--- src/rtl/cpu_ctrl_pkg.sv ---
// Shared types and encodings for the pipelined MIPS control unit: the per-stage
// control bundle, opcode/funct encodings, ALU op codes and the sequencing FSM states.
package cpu_ctrl_pkg;

  // Field width of ctrl_t.dst; the unit's REG_W parameter is expected to match it.
  localparam int CTRL_REG_W = 5;

  typedef struct packed {
    logic                  valid;
    logic                  jump;
    logic                  branch;
    logic                  branch_ne;
    logic                  reg_dst;
    logic                  reg_write;
    logic                  alu_src;
    logic [2:0]            alu_op;
    logic                  mem_read;
    logic                  mem_write;
    logic                  mem_to_reg;
    logic                  jr;
    logic                  link;
    logic                  finish;
    logic [CTRL_REG_W-1:0] dst;
  } ctrl_t;

  localparam ctrl_t CTRL_BUBBLE = '0;

  localparam logic [5:0] OP_RTYPE = 6'b000000;
  localparam logic [5:0] OP_J     = 6'b000010;
  localparam logic [5:0] OP_JAL   = 6'b000011;
  localparam logic [5:0] OP_BEQ   = 6'b000100;
  localparam logic [5:0] OP_BNE   = 6'b000101;
  localparam logic [5:0] OP_ADDI  = 6'b001000;
  localparam logic [5:0] OP_ANDI  = 6'b001100;
  localparam logic [5:0] OP_ORI   = 6'b001101;
  localparam logic [5:0] OP_LUI   = 6'b001111;
  localparam logic [5:0] OP_LW    = 6'b100011;
  localparam logic [5:0] OP_SW    = 6'b101011;

  localparam logic [5:0] FN_SLL     = 6'b000000;
  localparam logic [5:0] FN_SRL     = 6'b000010;
  localparam logic [5:0] FN_SRA     = 6'b000011;
  localparam logic [5:0] FN_SLLV    = 6'b000100;
  localparam logic [5:0] FN_SRLV    = 6'b000110;
  localparam logic [5:0] FN_SRAV    = 6'b000111;
  localparam logic [5:0] FN_JR      = 6'b001000;
  localparam logic [5:0] FN_SYSCALL = 6'b001100;
  localparam logic [5:0] FN_ADD     = 6'b100000;
  localparam logic [5:0] FN_ADDU    = 6'b100001;
  localparam logic [5:0] FN_SUB     = 6'b100010;
  localparam logic [5:0] FN_SUBU    = 6'b100011;
  localparam logic [5:0] FN_AND     = 6'b100100;
  localparam logic [5:0] FN_OR      = 6'b100101;
  localparam logic [5:0] FN_XOR     = 6'b100110;
  localparam logic [5:0] FN_NOR     = 6'b100111;
  localparam logic [5:0] FN_SLT     = 6'b101010;
  localparam logic [5:0] FN_SLTU    = 6'b101011;

  localparam logic [2:0] ALU_ADD = 3'b000;
  localparam logic [2:0] ALU_SUB = 3'b001;
  localparam logic [2:0] ALU_R   = 3'b010;
  localparam logic [2:0] ALU_AND = 3'b011;
  localparam logic [2:0] ALU_OR  = 3'b100;
  localparam logic [2:0] ALU_LUI = 3'b101;

  typedef enum logic [1:0] {
    RUN   = 2'd0,
    DRAIN = 2'd1,
    HALT  = 2'd2
  } ctrl_state_t;

  // R-type functs that go to the ALU (jr and syscall are handled separately).
  function automatic logic is_rtype_alu(input logic [5:0] fn);
    case (fn)
      FN_SLL, FN_SRL, FN_SRA, FN_SLLV, FN_SRLV, FN_SRAV,
      FN_ADD, FN_ADDU, FN_SUB, FN_SUBU,
      FN_AND, FN_OR, FN_XOR, FN_NOR, FN_SLT, FN_SLTU: is_rtype_alu = 1'b1;
      default:                                        is_rtype_alu = 1'b0;
    endcase
  endfunction

endpackage

--- src/rtl/ctrl_decode.sv ---
// Combinational ID-stage decoder: opcode/funct/register fields to a control bundle,
// plus the illegal-instruction flag and whether the instruction reads rt.
module ctrl_decode
  import cpu_ctrl_pkg::*;
#(
  parameter int REG_W    = 5,
  parameter int LINK_REG = 31
) (
  input  logic [5:0]       op_i,
  input  logic [5:0]       funct_i,
  input  logic [REG_W-1:0] rt_i,
  input  logic [REG_W-1:0] rd_i,
  output ctrl_t            ctl_o,
  output logic             illegal_o,
  output logic             uses_rt_o
);

  always_comb begin
    ctl_o     = CTRL_BUBBLE;
    illegal_o = 1'b0;
    uses_rt_o = 1'b0;

    case (op_i)
      OP_RTYPE: begin
        uses_rt_o = 1'b1;
        if (funct_i == FN_JR) begin
          ctl_o.jr = 1'b1;
        end else if (funct_i == FN_SYSCALL) begin
          ctl_o.finish = 1'b1;
        end else if (is_rtype_alu(funct_i)) begin
          ctl_o.reg_dst   = 1'b1;
          ctl_o.reg_write = 1'b1;
          ctl_o.alu_op    = ALU_R;
        end else begin
          illegal_o = 1'b1;
        end
      end
      OP_ADDI: begin
        ctl_o.alu_src   = 1'b1;
        ctl_o.reg_write = 1'b1;
        ctl_o.alu_op    = ALU_ADD;
      end
      OP_ANDI: begin
        ctl_o.alu_src   = 1'b1;
        ctl_o.reg_write = 1'b1;
        ctl_o.alu_op    = ALU_AND;
      end
      OP_ORI: begin
        ctl_o.alu_src   = 1'b1;
        ctl_o.reg_write = 1'b1;
        ctl_o.alu_op    = ALU_OR;
      end
      OP_LUI: begin
        ctl_o.alu_src   = 1'b1;
        ctl_o.reg_write = 1'b1;
        ctl_o.alu_op    = ALU_LUI;
      end
      OP_LW: begin
        ctl_o.alu_src    = 1'b1;
        ctl_o.mem_read   = 1'b1;
        ctl_o.mem_to_reg = 1'b1;
        ctl_o.reg_write  = 1'b1;
      end
      OP_SW: begin
        uses_rt_o       = 1'b1;
        ctl_o.alu_src   = 1'b1;
        ctl_o.mem_write = 1'b1;
      end
      OP_BEQ: begin
        uses_rt_o    = 1'b1;
        ctl_o.branch = 1'b1;
        ctl_o.alu_op = ALU_SUB;
      end
      OP_BNE: begin
        uses_rt_o       = 1'b1;
        ctl_o.branch    = 1'b1;
        ctl_o.branch_ne = 1'b1;
        ctl_o.alu_op    = ALU_SUB;
      end
      OP_J: begin
        ctl_o.jump = 1'b1;
      end
      OP_JAL: begin
        ctl_o.jump      = 1'b1;
        ctl_o.link      = 1'b1;
        ctl_o.reg_write = 1'b1;
      end
      default: begin
        illegal_o = 1'b1;
      end
    endcase

    // An illegal instruction leaves the all-zero bundle, so valid stays low too.
    ctl_o.valid = !illegal_o;

    if (ctl_o.link) begin
      ctl_o.dst = REG_W'(LINK_REG);
    end else if (ctl_o.reg_dst) begin
      ctl_o.dst = rd_i;
    end else begin
      ctl_o.dst = rt_i;
    end
    // A zero dst on non-writers keeps the hazard compare from matching stale fields.
    if (!ctl_o.reg_write) begin
      ctl_o.dst = '0;
    end
  end

endmodule

--- src/rtl/ctrl_pipe_unit.sv ---
// Pipelined MIPS control unit: decodes ID, carries bundles through STAGES stage
// registers, handles load-use stall, branch flush and the syscall drain-and-halt FSM.
module ctrl_pipe_unit
  import cpu_ctrl_pkg::*;
#(
  parameter int STAGES   = 3,
  parameter int REG_W    = 5,
  parameter int LINK_REG = 31
) (
  input  logic                     clk,
  input  logic                     rst,
  input  logic                     id_valid,
  input  logic [5:0]               id_op,
  input  logic [5:0]               id_funct,
  input  logic [REG_W-1:0]         id_rs,
  input  logic [REG_W-1:0]         id_rt,
  input  logic [REG_W-1:0]         id_rd,
  input  logic                     br_taken,
  output ctrl_t [STAGES-1:0]       stage_ctl,
  output logic                     stall_out,
  output logic                     flush_out,
  output logic                     illegal_out,
  output logic                     halted
);

  localparam int CNT_W = $clog2(STAGES + 1);

  ctrl_t              dec_ctl;
  logic               dec_illegal;
  logic               dec_uses_rt;

  ctrl_t [STAGES-1:0] stage_q, stage_d;
  ctrl_state_t        state_q, state_d;
  logic [CNT_W-1:0]   drain_cnt_q, drain_cnt_d;

  logic               hazard;
  logic               accept;

  ctrl_decode #(
    .REG_W    (REG_W),
    .LINK_REG (LINK_REG)
  ) u_decode (
    .op_i      (id_op),
    .funct_i   (id_funct),
    .rt_i      (id_rt),
    .rd_i      (id_rd),
    .ctl_o     (dec_ctl),
    .illegal_o (dec_illegal),
    .uses_rt_o (dec_uses_rt)
  );

  // ---- ID / EX boundary: load-use detection against the bundle now in EX ----
  always_comb begin
    hazard = stage_q[0].valid && stage_q[0].mem_read && (stage_q[0].dst != '0) &&
             id_valid &&
             ((stage_q[0].dst == id_rs) || (dec_uses_rt && (stage_q[0].dst == id_rt)));
  end

  always_comb begin
    state_d     = state_q;
    drain_cnt_d = drain_cnt_q;
    stall_out   = 1'b0;
    flush_out   = 1'b0;
    accept      = 1'b0;

    if (!rst) begin
      case (state_q)
        RUN: begin
          // Branch flush takes priority over both the load-use stall and syscall.
          if (br_taken) begin
            flush_out = 1'b1;
          end else if (hazard) begin
            stall_out = 1'b1;
          end else if (id_valid) begin
            accept = 1'b1;
            if (dec_ctl.finish) begin
              state_d     = DRAIN;
              drain_cnt_d = CNT_W'(1);
            end
          end
        end
        DRAIN: begin
          stall_out   = 1'b1;
          drain_cnt_d = drain_cnt_q + 1'b1;
          if (drain_cnt_q == CNT_W'(STAGES)) begin
            state_d     = HALT;
            drain_cnt_d = drain_cnt_q;
          end
        end
        HALT: begin
          stall_out = 1'b1;
        end
        default: begin
          state_d = RUN;
        end
      endcase
    end
  end

  always_comb begin
    stage_d    = '0;
    stage_d[0] = accept ? dec_ctl : CTRL_BUBBLE;
    for (int k = 1; k < STAGES; k++) begin
      stage_d[k] = stage_q[k-1];
    end
  end

  // ---- stage register boundary: EX .. WB advance every edge ----
  always_ff @(posedge clk) begin
    if (rst) begin
      stage_q     <= '0;
      state_q     <= RUN;
      drain_cnt_q <= '0;
    end else begin
      stage_q     <= stage_d;
      state_q     <= state_d;
      drain_cnt_q <= drain_cnt_d;
    end
  end

  assign stage_ctl   = stage_q;
  assign illegal_out = accept && dec_illegal;
  assign halted      = (state_q == HALT);

endmodule
--- config.mk ---
export PLATFORM = sky130hd
export DESIGN_NAME = ctrl_pipe_unit
export DESIGN_NICKNAME = d
export VERILOG_FILES = /design/src/rtl/cpu_ctrl_pkg.sv /design/src/rtl/ctrl_decode.sv /design/src/rtl/ctrl_pipe_unit.sv
export SDC_FILE = /design/constraint.sdc
export NUM_CORES = 1
export LEC_CHECK = 0
export CORE_MARGIN = 2
export CORE_UTILIZATION = 45
export CTS_CLUSTER_SIZE = 30
export DETAILED_ROUTE_END_ITERATION = 12
export GPL_TIMING_DRIVEN = 0
export PLACE_DENSITY_LB_ADDON = 0.1
export SETUP_SLACK_MARGIN = 0.5
export SYNTH_ARGS = -nofsm -noshare
export SYNTH_HDL_FRONTEND = slang
export SYNTH_SLANG_ARGS = --single-unit
--- constraint.sdc ---
create_clock -name clk -period 3.8 [get_ports clk]
set_clock_uncertainty 0.15 [all_clocks]
set_input_delay 0.57 -clock clk [delete_from_list [all_inputs] [get_ports clk]]
set_output_delay 0.57 -clock clk [all_outputs]
set_load 0.005 [all_outputs]
---- After elaboration in Yosys (flattened, before gate mapping) ----
Memories as Yosys holds them, arrays and structs flattened.
Index checks and enable logic that the tools add are counted.
storage, ports and cells
  ROM bits ................................ 64
  output and inout port bits .............. 67
  input bits .............................. 31
  register bits ........................... 64
  logic and storage cells ................. 147
  memories ................................ 1
operators by class
  eq/ne operators ......................... 23
  mux-type cells .......................... 50
  reductions and logical operators ........ 24
  $add $sub $neg .......................... 1
  bitwise operators ....................... 4
memory list
  memory           words  bits a word  read ports  clocked after Yosys merged registers in  wr ports  line                text
  (no name shown)  64     1            1           0                                        0         cpu_ctrl_pkg.sv:74  case (fn)
operators by type and width
  cell                                                             number
  6-bit by 4-bit == test with 1-bit output, second input constant  6
  1-bit two-way mux                                                30
  2-bit two-way mux                                                10
  3-bit case mux with 5 select lines                               1
  6-bit by 2-bit == test with 1-bit output, second input constant  2
  6-bit by 3-bit == test with 1-bit output, second input constant  2
  6-bit == test, second input constant                             2
  2-bit != test, second input constant                             6
  6-bit AND reduction                                              2
  6-bit OR reduction                                               2
  5-bit == test                                                    2
  5-bit two-way mux                                                2
  10-bit OR reduction                                              1
  2-bit OR reduction                                               4
  1-bit logical AND                                                6
  6-bit zero test                                                  1
  3-bit two-way mux                                                2
  1-bit case mux with 2 select lines                               3
  2-bit case mux with 3 select lines                               1
  3-bit OR reduction                                               2
  5-bit nonzero test                                               1
  2-bit == test, second input constant                             2
  1-bit inverter                                                   4
  2-bit case mux with 2 select lines                               1
  7 further kinds                                                  7

---- Longest topological paths before layout ----
  depth in word-level cells ............... 12
  gate-level depth with buffers ........... 8
  depth with buffers taken out ............ 6

---- Modules after synthesis ----
A second synthesis with hierarchy kept.
unflattened totals
  cells, all modules ...................... 269
  area total of the unflattened synthesis .. 2690.1 µm²
by module, submodules not included
  module          sequential area each (µm²)  cells each  times used  area each (µm²)
  ctrl_pipe_unit  1341.3                      193         1           2199.6
  ctrl_decode     0.0                         76          1           490.5

---- Worst setup path before layout ----
Ideal clock, no wire load.
  path kind ............................... input to output
  start point ............................. in id_op[3]
  end point ............................... out illegal_out
  setup slack ............................. 881 ps
  stages on the path ...................... 8
  required time ........................... 3080 ps
  arrival ................................. 2199 ps
  path buffers ............................ 3
  cells stage by stage .................... clkbuf_1 > or2_1 > o32a_1 > nor4b_2 > or3_1 > buf_2 > buf_2 > nor2_1
on the way
  cells in the longest elaborated chain, start to end .. 11
  elaborated cells between the ends (all ways) .. 23
  classes of those cells .................. eq/ne (10); mux (6); reduce/logical (7)
ends and longest elaborated chain
  element                                line                   text
  from (decl)                            ctrl_pipe_unit.sv:13   input logic [5:0] id_op,
  6-bit == test (tied with other cells)  ctrl_decode.sv:23      case (op_i)
  4-bit OR reduction (no source line)    n/a
  1-bit two-way mux                      ctrl_decode.sv:23
  1-bit logical AND                      ctrl_pipe_unit.sv:56   ((stage_q[0].dst == id_rs) || (dec_uses_rt && (stage_q[0].dst == id_rt)));
  1-bit logical OR                       ctrl_pipe_unit.sv:56
  1-bit logical AND                      ctrl_pipe_unit.sv:55   id_valid &&
  1-bit two-way mux                      ctrl_pipe_unit.sv:72   end else if (hazard) begin
  1-bit two-way mux                      ctrl_pipe_unit.sv:70   if (br_taken) begin
  1-bit two-way mux                      ctrl_pipe_unit.sv:67   case (state_q)
  1-bit two-way mux                      ctrl_pipe_unit.sv:66   if (!rst) begin
  1-bit logical AND *                    ctrl_pipe_unit.sv:122  assign illegal_out = accept && dec_illegal;
  to (decl)                              ctrl_pipe_unit.sv:22   output logic illegal_out,
Every way passes the cells marked *; elsewhere a longest branch is shown, timed or not.

---- Worst setup path after layout ----
  start point ............................. reg stage_q (netlist bit stage_ctl[1])
  end point ............................... out illegal_out
on the way
  cells in the longest elaborated chain, start to end .. 9
  elaborated cells between the ends (all ways) .. 13
  classes of those cells .................. eq/ne (2); mux (4); reduce/logical (7)
ends and longest elaborated chain
  element                                                       line                                        text
  from (decl)                                                   ctrl_pipe_unit.sv:32                        ctrl_t [STAGES-1:0] stage_q, stage_d;
  from (signal assigned)                                        ctrl_pipe_unit.sv:115                       stage_q <= stage_d;
  5-bit == test / 5-bit nonzero test (equally long branches)    ctrl_pipe_unit.sv:56, ctrl_pipe_unit.sv:54
  1-bit logical AND (on tied branches)                          ctrl_pipe_unit.sv:56, ctrl_pipe_unit.sv:54
  1-bit logical OR / 1-bit logical AND (equally long branches)  ctrl_pipe_unit.sv:56, ctrl_pipe_unit.sv:54
  1-bit logical AND *                                           ctrl_pipe_unit.sv:55
  1-bit two-way mux *                                           ctrl_pipe_unit.sv:72
  1-bit two-way mux *                                           ctrl_pipe_unit.sv:70
  1-bit two-way mux *                                           ctrl_pipe_unit.sv:67
  1-bit two-way mux *                                           ctrl_pipe_unit.sv:66
  1-bit logical AND *                                           ctrl_pipe_unit.sv:122
Marked as above.

==> impl_metrics.json <==
{
  "status": "finished clean",
  "slew_headroom_pct": 62.3,
  "hold_depth": 1,
  "post_synth_instance_area_um2": 2430,
  "post-route-util_pct": 72.6,
  "grtUsageMet3_pct": 7.09,
  "regArea_um2": 1290,
  "grt-ovfl-total": 0,
  "final_common_cell": "clkdlybuf4s50_1",
  "place_congestion": 0.855,
  "synth_warnings": 0,
  "root_buffer": "clkbuf_8",
  "grtUsageMet2_pct": 33.7,
  "drive_gt1_share_pct": 12.0,
  "port_buffers": 92,
  "reg2reg_from": "stage_ctl[1]",
  "synth_edf_count": 0,
  "finalWirelength_um": 5630,
  "cp_data_arrival_time_ns": 2.49,
  "layout_common_cells": "clkdlybuf4s50_1, dfxtp_1, nor2b_1, a21oi_1",
  "ys_seq_elements": 64,
  "cp_common_cell": "buf_4",
  "vias": 2031,
  "cp.depth": 8,
  "synth_seq_area_share_pct": 52.6,
  "required_ns": 3.08,
  "hold_path_startpoint": "stage_ctl[25]",
  "max_stage_delay_ns": 0.54,
  "ir_worst_vdd_uv": 236,
  "reg2reg_depth": 8,
  "post-route-drc-count": 0,
  "crit_buf_inv": 3,
  "ant_nets": 0,
  "yosys_most_used_dff": "dfxtp_1",
  "syn_nets": 276,
  "fin_nets": 382,
  "maxSlewViolCount": 0,
  "finalPower_mw": 1.52,
  "rsz0062_at_grt": "no",
  "cp_max_fo": 10,
  "cts_hold_buf": 0,
  "h-tree-depth": 3,
  "slowest_stage": "or4_4",
  "fmax_ghz": 0.312,
  "hold_viol": 0,
  "start_kind": "flip-flop",
  "n_antenna_cell": 0,
  "grt_pass1_vias": 1951,
  "pre_cts_slack_ns": -0.203,
  "grt_max_degree": 13,
  "timing.rr.end": "drain_cnt_q[1]",
  "cp_top_family": "simple AND/OR/NAND/NOR gates",
  "clk_latency_ns": 0.33,
  "fin_area_um2": 3750,
  "fp-row-count": 26,
  "die_w_um": 77.5,
  "finalWorstSetupSlack_ns": 0.595,
  "antenna_found_initial": 0,
  "rrSetupSlack_ns": 1.15,
  "avgRoutedWirePerCell_um": 13.4,
  "ctsLongestPathBuffers": 2,
  "async_reset_ff_share_pct": 0,
  "boundaryPins": 98,
  "setup_viol": 0,
  "path_class": "reg2out",
  "via_per_inst": 4.84,
  "synth.avg_cell_area_um2": 10.2,
  "numCtsBuffers": 9,
  "yosysUniqueCellTypes": 47,
  "grt_busiest_layer": "met2",
  "syn_to_final_growth_pct": 54.3,
  "fp.dieArea_um2": 6010,
  "use_met1_pct": 22.6,
  "grt_pass1_wl_um": 9210,
  "hpwl_um": 4170,
  "worstPathCellList": "or4_4 > o21ai_4 > nor4_4 > or3_1 > buf_4 > buf_4 > nor2_2 > clkbuf_2",
  "clkTransAtPathRegs_ns": 0.07,
  "dpl_cell_area_um2": 3440,
  "clock-sinks": 64,
  "worstSetupEndpointType": "output pin",
  "hold_class": "reg2reg",
  "cts_tree": "yes",
  "final.fill_count": 406,
  "drv_cap": 0,
  "first_pass_iters": 5,
  "start_util_pct": 47.0,
  "post-route-min-period_ns": 3.21,
  "drtIter0Drc": 55,
  "post-route-period-util_pct": 84.4,
  "hold_path_end": "stage_ctl[46]",
  "worst_pin_slew_ns": 0.557,
  "grt_use_total_pct": 19.7,
  "syn_inst": 239,
  "p_per_area_nw_per_um2": 406,
  "p_leak_nw": 1.45,
  "die_y_um": 77.5,
  "core_region_area_um2": 5170,
  "multiInputGateArea_um2": 1080
}
-- cells by family (layout without fill, tap and decap cells) --
logic type | after synthesis | count (layout) | synth area share, %
flip-flops | 64 | 64 | 52.6
XOR/XNOR | 11 | 11 | 3.96
multiplexers | 5 | 5 | 2.06
adder cells (fa/ha/maj) | 6 | 6 | 3.08
AND/OR/NAND/NOR | 96 | 96 | 24.1
buffers and inverters | 26 | 137 | 4.58
AO/OA/AOI/OAI | 31 | 31 | 9.56
-- Yosys cell counts, types with 2 or more instances --
library cell   n  area (µm²)
or2_2          3        18.8
buf_2          2        10.0
clkbuf_1      10        37.5
nand2_1        4        15.0
nand4_1        2        12.5
nand3b_1       4        30.0
buf_1          2        7.51
nand2b_1       6        37.5
inv_1          8        30.0
nor2b_1       44         275
dfxtp_1       64        1280
a31oi_1        2        12.5
and3_1         2        12.5
a211oi_1       2        15.0
nor4_2         2        25.0
xor2_1         3        26.3
or3_1          2        12.5
mux2i_1        5        50.1
buf_4          3        22.5
nor2_1         9        33.8
nor3_1         7        35.0
xnor2_1        8        70.1
nor4_1         5        31.3
a21oi_1       11        55.1
nand3_1        2        10.0
ha_1           6        75.1
-- where the power goes --
group / switching [mW] / internal (mW)
clock: 0.266 / 0.457
sequential: 0.00385 / 0.675
combinational: 0.0604 / 0.0608
-- sequential cells by signal, summed over array words and instances (netlist names) --
register / flops
stage_ctl: 60
drain_cnt_q: 2
state_q: 2
-- through the flow --
stage	TNS [ns]	cells	hold WS [ns]
2_1_floorplan	0	239	0.312
3_5_place_dp	-0.235	401	0.303
3_3_place_gp	-0.282	401	0.294
4_1_cts	0	418	0.316
5_1_grt	0	420	0.322
6_report	0	420	0.314
-- area by class of cell --
class                           count  share of cell area (%)
Clock inverter                      6                    3.07
Clock buffer                       10                    3.67
Sequential cell                    64                    34.3
Inverter                            9                   0.900
Timing Repair Buffer               95                    24.8
Buffer                             17                    2.20
Tap cell                           70                    2.33
Multi-Input combinational cell    149                    28.8
-- how the worst max path moves through the flow --
stage,from,to
after floorplan,id_op[3],illegal_out
after global placement,id_op[1],illegal_out
after detailed placement,id_op[1],illegal_out
after CTS,stage_ctl[1],illegal_out
after global routing,stage_ctl[1],illegal_out
final,stage_ctl[1],illegal_out
-- layer usage --
metal,vias to the layer above,wire [µm]
li1,1013,-
met2,78,2790
met5,-,0
met4,0,63
met1,934,2450
met3,6,327
-- worst register-to-register path: stages, from the launching register on --
cell	delay [ns]
dfxtp_4	0.37
or4_4	0.54
o21ai_4	0.21
nor4b_4	0.08
buf_4	0.14
buf_4	0.13
o41ai_4	0.49
o21ai_1	0.18
a22o_1	0.26
-- repair_timing --
item | CTS | global route
setup buffers | 1 | 2
pin swaps | 3 | 4
setup endpoints to repair | 2 | 2
gates resized for setup | 11 | 9
Power figures use the tool's default switching activity.
